`src/rtl/maips_pipeline_pkg.sv`:
```
// Shared pipeline types for the fetch/decode boundary.
// Holds the queued entry layout and the idle values shown to decode.
package maips_pipeline_pkg;

   localparam int XLEN = 32;

   localparam logic [XLEN-1:0] NOP_INSTR = 32'h0000_0000;
   localparam logic [XLEN-1:0] RESET_PC  = 32'h0000_0000;

   typedef struct packed {
      logic [XLEN-1:0] pc;
      logic [XLEN-1:0] instr;
   } fetch_entry_t;

endpackage

```
`src/rtl/fetch_queue_mem.sv`:
```
// Entry storage for the fetch queue: one write port, one async read port.
// The data array is intentionally left without reset; occupancy lives outside.
module fetch_queue_mem
   import maips_pipeline_pkg::*;
#(
   parameter int DEPTH = 4,
   parameter int AW    = $clog2(DEPTH)
) (
   input  logic         clk,
   input  logic         wr_en,
   input  logic [AW-1:0] wr_addr,
   input  fetch_entry_t wr_data,
   input  logic [AW-1:0] rd_addr,
   output fetch_entry_t rd_data
);

   fetch_entry_t mem [DEPTH];

   always_ff @(posedge clk) begin
      if (wr_en) begin
         mem[wr_addr] <= wr_data;
      end
   end

   assign rd_data = mem[rd_addr];

endmodule

```
`src/rtl/fetch_queue.sv`:
```
// Fetch-to-decode instruction queue with single-cycle flush on redirect.
// Define FETCH_QUEUE_BYPASS_EN to forward a push straight to decode when empty.
module fetch_queue #(
   parameter int DEPTH = 4,
   parameter int XLEN  = 32
) (
   input  logic                       clk,
   input  logic                       reset,
   input  logic                       flush,
   input  logic                       push_valid,
   output logic                       push_ready,
   input  logic [XLEN-1:0]            push_pc,
   input  logic [XLEN-1:0]            push_instr,
   output logic                       pop_valid,
   input  logic                       pop_ready,
   output logic [XLEN-1:0]            pop_pc,
   output logic [XLEN-1:0]            pop_instr,
   output logic [XLEN-1:0]            pop_pc_add8,
   output logic [$clog2(DEPTH+1)-1:0] count
);

   import maips_pipeline_pkg::*;

   localparam int PW = $clog2(DEPTH);
   localparam int CW = $clog2(DEPTH+1);
   localparam logic [CW-1:0] FULL = CW'(DEPTH);

   logic [PW-1:0] wr_ptr;
   logic [PW-1:0] rd_ptr;
   logic [CW-1:0] cnt;
   logic          stored;
   logic          byp;
   logic          push_fire;
   logic          pop_fire;
   logic          wr_en;
   fetch_entry_t  wr_entry;
   fetch_entry_t  rd_entry;

   assign stored     = (cnt != '0);
   assign push_ready = (cnt != FULL);

`ifdef FETCH_QUEUE_BYPASS_EN
   assign byp = !stored & push_valid & !flush;
`else
   assign byp = 1'b0;
`endif

   assign pop_valid = stored | byp;
   assign push_fire = push_valid & push_ready;
   assign pop_fire  = stored & pop_ready;

   // A bypassed word taken by decode this cycle never lands in the array.
   assign wr_en = push_fire & !flush & !(byp & pop_ready);

   assign wr_entry.pc    = push_pc;
   assign wr_entry.instr = push_instr;

   fetch_queue_mem #(
      .DEPTH (DEPTH)
   ) u_mem (
      .clk     (clk),
      .wr_en   (wr_en),
      .wr_addr (wr_ptr),
      .wr_data (wr_entry),
      .rd_addr (rd_ptr),
      .rd_data (rd_entry)
   );

   always_ff @(posedge clk or negedge reset) begin
      if (!reset) begin
         wr_ptr <= '0;
         rd_ptr <= '0;
         cnt    <= '0;
      end else if (flush) begin
         wr_ptr <= '0;
         rd_ptr <= '0;
         cnt    <= '0;
      end else begin
         if (wr_en) begin
            wr_ptr <= wr_ptr + 1'b1;
         end
         if (pop_fire) begin
            rd_ptr <= rd_ptr + 1'b1;
         end
         cnt <= cnt + CW'(wr_en) - CW'(pop_fire);
      end
   end

   always_comb begin
      pop_pc    = XLEN'(RESET_PC);
      pop_instr = XLEN'(NOP_INSTR);
      unique case (1'b1)
         stored: begin
            pop_pc    = rd_entry.pc;
            pop_instr = rd_entry.instr;
         end
         byp: begin
            pop_pc    = push_pc;
            pop_instr = push_instr;
         end
         default: ;
      endcase
   end

   assign pop_pc_add8 = pop_pc + XLEN'(8);
   assign count       = cnt;

endmodule

```
`config.mk`:
```
export PLATFORM = sky130hd
export DESIGN_NAME = fetch_queue
export DESIGN_NICKNAME = d
export VERILOG_FILES = /design/src/rtl/maips_pipeline_pkg.sv /design/src/rtl/fetch_queue_mem.sv /design/src/rtl/fetch_queue.sv
export SDC_FILE = /design/constraint.sdc
export NUM_CORES = 1
export LEC_CHECK = 0
export CORE_ASPECT_RATIO = 1.2
export CORE_UTILIZATION = 56
export DETAILED_ROUTE_END_ITERATION = 16
export HOLD_SLACK_MARGIN = 0.08
export PLACE_DENSITY = 0.83
export SLEW_MARGIN = 20
export SYNTH_ARGS = -nofsm -noshare
export SYNTH_HDL_FRONTEND = slang
export SYNTH_SLANG_ARGS = --single-unit
```
`constraint.sdc`:
```
create_clock -name clk -period 5.8 [get_ports clk]
set_input_delay 1.74 -clock clk [delete_from_list [all_inputs] [get_ports clk]]
set_output_delay 1.74 -clock clk [all_outputs]
set_load 0.01 [all_outputs]
```
* Yosys cells after proc, flatten, opt, wreduce, memory -nomap -nowiden
Memories as Yosys holds them, arrays and structs flattened. Cells that the tools add are included.
Operators by class: reductions and logical operators 4, add/sub/neg operators 5, multiplexer cells 9, eq/ne operators 1, bitwise gates (word level) 3
Operator list (count):
- two-way mux 32 bit | 2
- adder 32 x 4 -> 32 bit (second input constant) | 1
- two-way mux 2 bit | 4
- adder 2 x 1 -> 2 bit (second input constant) | 2
- nonzero test 2 bit | 2
- adder 3 x 1 -> 3 bit | 1
- bitwise AND 1 bit | 3
- two-way mux 3 bit | 1
- != test 3 bit (second input constant) | 1
- nonzero test 3 bit | 1
- subtractor 3 x 1 -> 3 bit | 1
- two-way mux 1 bit | 2
- logical NOT 1 bit | 1
Word-level totals: memory bits (writable) 256, bits of input ports 69, memories kept 1, word-level logic and storage cells 26, bits in registers 7, output and inout port bits 101
Memories:
- u_mem.mem | words 4, width 64, rd ports 1, clocked after Yosys merged registers in 0, write ports 1, line fetch_queue_mem.sv:17 | fetch_entry_t mem [DEPTH];

* Longest topological paths before layout
Gate-level depths: netlist of run 1.
word-level depth 6, mapped depth 13, gate-level depth less buffers 13

* Modules after synthesis
From an unflattened synthesis of run 1, not the netlist that was laid out.
Second synthesis, totals: cell total of the unflattened synthesis 550, area, all modules 10802.9 um^2
Modules (own cells, without submodules):
- fetch_queue_mem | cells each 338, instances 1, seq. area each 7687.4 um^2, area each 9341.5 um^2
- fetch_queue | cells each 212, instances 1, seq. area each 175.2 um^2, area each 1461.4 um^2

* Least setup slack after synthesis of run 1
No wires, ideal clock.
kind reg-to-output, start register cnt[1], in the netlist count[1], end output pop_pc_add8[29], path buffers 3, path slack 1.046 ns, arrival 3.014 ns, cell stages (with the launch flop) 14, required time 4.060 ns, path through dfrtp_1 -> nor3_1 -> inv_1 -> clkbuf_1 -> clkbuf_1 -> clkbuf_1 -> and2_1 -> ha_1 -> o31a_2 -> nand4_1 -> nor4_4 -> nand3_4 -> nor3_1 -> xor2_1
On the way: word-level cells in the longest chain between the ends 3
Ends and longest elaborated chain:
- from (decl) | line fetch_queue.sv:30 | logic [CW-1:0] cnt;
- from (signal assigned) | line fetch_queue.sv:85 | cnt <= cnt + CW'(wr_en) - CW'(pop_fire);
- nonzero test 3 bit | line fetch_queue.sv:39 | assign stored = (cnt != '0);
- two-way mux 32 bit | line fetch_queue.sv:92 | unique case (1'b1)
- via pop_pc[4] | line fetch_queue.sv:16 | output logic [XLEN-1:0] pop_pc,
- adder 32 x 4 -> 32 bit | line fetch_queue.sv:105 | assign pop_pc_add8 = pop_pc + XLEN'(8);
- to (decl) | line fetch_queue.sv:18 | output logic [XLEN-1:0] pop_pc_add8,
The timed path passes the listed nets, and every way through them passes these cells.

* Worst setup path after layout of run 1
start register rd_ptr[0], end output pop_pc_add8[31]
On the way: word-level cells in the longest chain between the ends 3
Ends and longest elaborated chain:
- from (decl) | line fetch_queue.sv:29 | logic [PW-1:0] rd_ptr;
- from (signal assigned) | line fetch_queue.sv:83 | rd_ptr <= rd_ptr + 1'b1;
- memory read (4 x 64 bit)
- two-way mux 32 bit | line fetch_queue.sv:92
- adder 32 x 4 -> 32 bit | line fetch_queue.sv:105
No other way between the ends.

==> results.py, run 1 <==
metrics = {
    "run_status": {
        "status": "completed",
    },
    "timing": {
        "min_period_ps": 5568,
        "setup_viol": 0,
        "clock_skew_ps": 9.673,
        "slew_viol_final": 0,
        "worst_slew_pin_slew_ps": 1018,
        "whs_ps": 597.5,
        "timing_hold_violations_final": 0,
        "finalCritPeriodShare_pct": 96.00,
        "max_slew_margin_pct": 32.13,
        "rsz0062_at_grt": "false",
        "finalSetupTns_ps": 0,
        "max_freq_ghz": 0.1796,
    },
    "cells_and_area": {
        "fill_cells": 1135,
        "register_area_mm2": 0.007868,
        "fin_nets": 801,
        "multiInputGateArea_mm2": 0.002750,
        "post-route-util_pct": 71.21,
        "area_growth_pct": 24.28,
        "drive_gt1_share_pct": 14.09,
    },
    "grt": {
        "grt_usage_pct": 21.00,
        "antenna_found_initial": 2,
        "grt_pass1_wl_um": 31140,
        "grt_pass1_vias": 5704,
        "grt_max_degree": 65,
        "grt_overflow": 0,
    },
    "worst_setup_path": {
        "critPathRequiredTime_ps": 4060,
        "crit_top_cell": "nor4_4",
        "critPathCaptureType": "output port",
        "cp_slowest_cell": "clkdlybuf4s50_1",
        "cp.arrival_ps": 3830,
        "cp-startpoint": "rd_ptr[0]$_DFFE_PN0P_",
        "cp_cell_sequence": "mux4_1 > nand2_1 > inv_1 > ha_1 > o31a_2 > nand4_1 > nor4_4 > nand3_4 > nor4_4 > xor2_1 > clkdlybuf4s50_1",
        "crit_fanout": 5,
        "cp_slowest_stage_delay_ps": 550,
        "rr_startpoint": "count[1]$_DFF_PN0_",
        "start_kind": "register",
        "path_buf_inv": 2,
        "critPathTopFamily": "simple AND/OR/NAND/NOR gates",
        "path_class": "register to output port",
    },
    "clock_network": {
        "htreeDepth": 1,
        "cts_buffers": 24,
        "cts_root_buf": "clkbuf_16",
        "clock-sinks": 263,
        "clk_latency_ps": 500,
        "tritoncts": "built",
        "clk_pin_slew_ps": 60,
        "hold_buffers": 0,
        "cts_buffer_depth": 3,
    },
    "route": {
        "drc_errors": 0,
        "dr.pass1.iters": 4,
        "post_drt_wl_per_cell_um": 20.47,
        "antenna_left": 0,
        "routed_wl_um": 20390,
        "vias": 5495,
        "via_per_inst": 5.517,
        "drt-initial-drc-count": 316,
    },
    "synth": {
        "yosysTopAreaCellShare_pct": 70.90,
        "ys_top_cells_by_area": "edfxtp_1 71%, mux4_2 10%, mux4_1 3.9%",
        "synth_seq_cells": 263,
        "yosysWarnings": 0,
        "yosys-top-cells-count": "256 x edfxtp_1, 62 x and2_1, 49 x mux4_2",
        "synth_area_mm2": 0.01084,
        "synth_area_leader_cell": "edfxtp_1",
        "syn_avg_cell_area_um2": 19.75,
        "synth_cell_types": 34,
        "ys.flop_type": "edfxtp_1",
        "synth_async_sr_flop_share_pct": 2.662,
        "syn_inst": 549,
        "syn_nets": 626,
        "synth_enable_flop_cells": 256,
        "synth.most_common_cell": "edfxtp_1",
        "ys_seq_area_share_pct": 72.51,
    },
    "die": {
        "start_util_pct": 57.30,
        "chipHeight_um": 154.4,
        "std_cell_rows": 55,
        "die_x_um": 129.0,
        "core_mm2": 0.01892,
        "ios": 170,
        "design.die.area_mm2": 0.01993,
    },
    "placed_design": {
        "hpwl_um": 12930,
        "gp_congestion": 0.8236,
        "io_buffers": 169,
    },
    "run": {
        "cap_violations": 0,
    },
    "min_path": {
        "hold_start": "wr_ptr[1]$_DFFE_PN0P_",
        "hp-class": "register to register",
    },
    "power_and_ir_drop": {
        "power.density_mw_per_mm2": 453.5,
        "leakagePower_uw": 0.004452,
        "vdd_ir_drop_max_mv": 0.3055,
    },
}
==> worst min-delay path, stage by stage, from the launching register on <==
cell and delay, ps:
dfrtp_1 420, nand2_1 80, a21oi_1 60
==> layer usage <==
metal | global-route usage (%) | routed length (um) | vias to the layer above
met5 | 0 | 0 | -
met1 | 26.46 | 8180 | 2773
met3 | 4.739 | 1239 | 20
li1 | - | - | 2519
met4 | 4.874 | 231 | 0
met2 | 37.07 | 10740 | 183
==> flip-flops by register name (all words and copies together), names as in the netlist <==
name,cells
u_mem.mem,256
count,3
rd_ptr,2
wr_ptr,2
==> stage by stage <==
step / worst slack (ps) / std cells / cell area [um^2] / power (uW)
3_5_place_dp: 593.3 / 953 / 12730 / 4731
2_1_floorplan: 1046 / 549 / 10840 / 3602
4_1_cts: 56.38 / 993 / 13450 / 6165
5_1_grt: 40.60 / 995 / 13470 / 6386
3_3_place_gp: 722.7 / 953 / 12730 / 4684
6_report: 231.8 / 996 / 13480 / 6112
==> path summary, 6_finish.rpt <==
path | end | slack (ps) | cells past startpoint
max | pop_pc_add8[31] | 230 | 11
min in group asynchronous | wr_ptr[0]$_DFFE_PN0P_ | 1500 | 1
max in group asynchronous | rd_ptr[0]$_DFFE_PN0P_ | 4010 | 1
min | wr_ptr[1]$_DFFE_PN0P_ | 600 | 2
max reg2reg | count[2]$_DFF_PN0_ | 2570 | 12
min reg2reg | wr_ptr[1]$_DFFE_PN0P_ | 600 | 2
==> where the power goes <==
| part | internal (uW) | leakage [uW] | switching (uW) | total [uW] |
|---|---|---|---|---|
| clock network | 820 | 0.000354 | 613 | 1430 |
| logic | 1290 | 0.00169 | 1120 | 2400 |
| registers | 2220 | 0.00241 | 52.0 | 2280 |
| total | 4330 | 0.00445 | 1780 | 6110 |
==> area by class of cell <==
class	instances	area share (%)
tap	256	2.377
timing repair buffer	176	12.94
clock inverter	7	0.2600
clock buffer	33	5.088
inverter	18	0.5014
sequential	263	58.38
antenna	2	0.03714
multi-input combinational	241	20.41
==> what timing repair did <==
item	in CTS	in global routing
setup endpoints to repair	0	6
resized for setup	0	1
setup buffers	0	1
==> cell usage in the layout, fill, tap and decap left out, types with 2 or more instances in the layout <==
master,n
and2_1,58
and2_4,4
and3_1,4
and4_1,2
buf_4,7
clkbuf_1,5
clkbuf_16,25
clkbuf_8,3
clkdlybuf4s50_1,169
clkinv_1,2
clkinv_2,4
dfrtp_1,5
diode_2,2
edfxtp_1,256
ha_1,7
inv_1,17
mux4_1,16
mux4_2,49
nand2_1,19
nand3_1,10
nand4_1,7
nor2_1,16
nor3_1,4
nor4_4,3
xnor2_1,16
xor2_1,16
==> kinds of logic after synthesis <==
family	after synthesis	share of synthesized area, %
compound gates	2	0.1384
buf+inv	45	2.296
simple gates	134	7.420
fa+ha+maj	8	0.9924
xor+xnor	32	2.585
mux	65	14.05
flops	263	72.51
No activity file was read; power rests on OpenSTA's default activity.
==> run 2, diff against run 1 <==
--- a/config.mk
+++ b/config.mk
@@ -5,8 +5,9 @@
 export SDC_FILE = /design/constraint.sdc
 export NUM_CORES = 1
 export LEC_CHECK = 0
+export CAP_MARGIN = 0
 export CORE_ASPECT_RATIO = 1.2
-export CORE_UTILIZATION = 56
+export CORE_UTILIZATION = 54
 export DETAILED_ROUTE_END_ITERATION = 16
 export HOLD_SLACK_MARGIN = 0.08
 export PLACE_DENSITY = 0.83
==> constraint.sdc (replaced) <==
create_clock -name clk -period 6.1 [get_ports clk]
set_input_delay 1.83 -clock clk [delete_from_list [all_inputs] [get_ports clk]]
set_output_delay 1.83 -clock clk [all_outputs]
set_load 0.01 [all_outputs]
==> run 2 against run 1 <==
Effect of this change: hold slack worse by 7.0 ps; non-clock buffer count stayed put; worst setup slack better by 64 ps; core utilization down 2.6 points; critical endpoint unchanged.
==> results.py, run 2 (synthesis results as in run 1) <==
metrics = {
    "route": {
        "drc_errors": 0,
        "drt-initial-drc-count": 330,
        "routed_wl_um": 21280,
        "post_drt_wl_per_cell_um": 21.24,
        "via_per_inst": 5.600,
        "dr.pass1.iters": 5,
        "vias": 5611,
        "antenna_left": 0,
    },
    "worst_setup_path": {
        "crit_fanout": 30,
        "r2r_slack_ps": 2820,
        "critPathCaptureType": "output port",
        "reg2reg_depth": 13,
        "cp_cell_sequence": "nor3_1 > buf_4 > clkinv_2 > nand2_1 > inv_1 > ha_1 > o31a_2 > nand4_1 > nor4_4 > nand3_4 > nor4_2 > xor2_1 > clkdlybuf4s50_1",
        "path_buf_inv": 4,
        "critPathTopFamily": "simple AND/OR/NAND/NOR gates",
        "critPathRequiredTime_ps": 4270,
        "start_kind": "register",
        "r2r_end": "count[2]$_DFF_PN0_",
        "path_class": "register to output port",
        "cp.arrival_ps": 3970,
        "cp_slowest_stage_delay_ps": 560,
        "cp_slowest_cell": "clkdlybuf4s50_1",
        "rr_startpoint": "count[1]$_DFF_PN0_",
    },
    "timing": {
        "max_slew_margin_pct": 33.24,
        "finalCritPeriodShare_pct": 95.15,
        "worst_slew_pin_slew_ps": 1001,
        "finalSetupTns_ps": 0,
        "whs_ps": 590.5,
        "max_freq_ghz": 0.1723,
        "timing_hold_violations_final": 0,
        "clock_skew_ps": 5.732,
        "setup_viol": 0,
        "rsz0062_at_grt": "false",
        "fin_ws_ps": 295.8,
        "min_period_ps": 5804,
        "slew_viol_final": 0,
    },
    "die": {
        "start_util_pct": 55.27,
        "die_x_um": 131.4,
        "design.die.area_mm2": 0.02065,
        "chipHeight_um": 157.2,
        "core_mm2": 0.01962,
        "std_cell_rows": 56,
        "ios": 170,
    },
    "clock_network": {
        "clock-sinks": 263,
        "tritoncts": "built",
        "htreeDepth": 1,
        "clk_pin_slew_ps": 60,
        "clk_latency_ps": 500,
        "cts_buffers": 24,
        "cts_root_buf": "clkbuf_16",
        "cts_buffer_depth": 3,
        "post_cts_buffers": 0,
    },
    "placed_design": {
        "io_buffers": 169,
        "hpwl_um": 13450,
        "post-place-ws_ps": 690.5,
        "gp_congestion": 0.7767,
    },
    "cells_and_area": {
        "fin_nets": 801,
        "largest_register_ffs": 256,
        "final_common_cell": "edfxtp_1",
        "register_area_mm2": 0.007868,
        "drive_gt1_share_pct": 13.63,
        "fill_cells": 1244,
        "num_antenna_cells": 0,
        "multiInputGateArea_mm2": 0.002741,
        "area_growth_pct": 24.09,
        "top_register": "u_mem.mem",
        "final_cell_mix": "256 x edfxtp_1, 169 x clkdlybuf4s50_1, 58 x and2_1, 49 x mux4_2, 25 x clkbuf_16",
    },
    "power_and_ir_drop": {
        "leakagePower_uw": 0.004429,
        "power.density_mw_per_mm2": 433.1,
        "vdd_ir_drop_max_mv": 0.3283,
    },
    "grt": {
        "antenna_found_initial": 0,
        "grt_pass1_vias": 6011,
        "grt_pass1_wl_um": 32930,
        "grt_overflow": 0,
        "grt_usage_pct": 21.09,
        "grt_max_degree": 65,
    },
    "min_path": {
        "min_path_cells": 2,
        "hold_start": "wr_ptr[1]$_DFFE_PN0P_",
        "hp-class": "register to register",
        "min_to": "wr_ptr[1]$_DFFE_PN0P_",
    },
    "run_status": {
        "status": "completed",
    },
    "run": {
        "cap_violations": 0,
    },
}
[run 2: cell count changes in the layout (fill, tap and decap cells not counted), sizes merged]
cell	before	now
clkinv	6	11
diode	2	0
clkbuf	33	32
clkinvlp	1	0
[run 2: what timing repair did]
action                                  4_1_cts  5_1_grt
resized for setup                             0        1
hold buffers                                  0        0
endpoints found under the setup margin        0        5
[run 2: stage by stage]
step	utilization, %	total power (uW)	instances	area (um^2)
after CTS	68.58	5872	1002	13450
after detailed placement	64.97	4514	959	12750
after floorplan	-	3425	549	10840
after global routing	68.58	6076	1002	13460
final	68.58	5828	1002	13460
after global placement	64.97	4478	959	12750
[run 2: worst max path at each step]
stage,from,end,depth (start not counted)
2_1_floorplan,count[1]$_DFF_PN0_,pop_pc_add8[29],13
3_3_place_gp,count[1]$_DFF_PN0_,pop_pc_add8[29],13
3_5_place_dp,count[1]$_DFF_PN0_,pop_pc_add8[31],13
4_1_cts,count[1]$_DFF_PN0_,pop_pc_add8[31],13
5_1_grt,count[1]$_DFF_PN0_,pop_pc_add8[31],13
6_report,count[1]$_DFF_PN0_,pop_pc_add8[31],13
[run 2: worst register-to-register path, stage by stage, from the launching register on]
cell	delay, ps
dfrtp_1	460
nor3_1	220
buf_4	170
clkinv_2	310
buf_4	410
and2_1	290
ha_1	300
inv_1	60
ha_1	140
inv_1	50
fa_1	370
xor2_1	180
xnor2_1	140
nor2_1	50
[run 2: power by group]
group	switching, uW	total [uW]	internal, uW
Sequential	58.7	2170	2110
Clock	611	1360	751
Combinational	1070	2290	1220
Total	1740	5830	4090
[run 2: layout make-up]
cell class	instances	share of cell area [%]
Inverter	18	0.5114
Clock inverter	11	0.4092
Timing Repair Buffer	176	12.96
Multi-Input combinational cell	241	20.37
Tap cell	261	2.427
Clock buffer	32	4.845
Sequential cell	263	58.47
[run 2: layer usage]
metal,wire [um],global-route usage (%),vias up,part of all wire [%]
met5,0,0,-,0
met4,464,5.537,0,2.2
met3,1264,3.736,38,5.9
met2,11080,37.34,206,52
met1,8474,27.19,2855,40
li1,-,-,2512,-
==> run 3, diff against run 2 <==
--- a/config.mk
+++ b/config.mk
@@ -11,7 +11,6 @@
 export DETAILED_ROUTE_END_ITERATION = 16
 export HOLD_SLACK_MARGIN = 0.08
 export PLACE_DENSITY = 0.83
-export SLEW_MARGIN = 20
 export SYNTH_ARGS = -nofsm -noshare
 export SYNTH_HDL_FRONTEND = slang
 export SYNTH_SLANG_ARGS = --single-unit
==> results of run 3 <==
Final layout, timing and power as in run 2 (identical DEF).
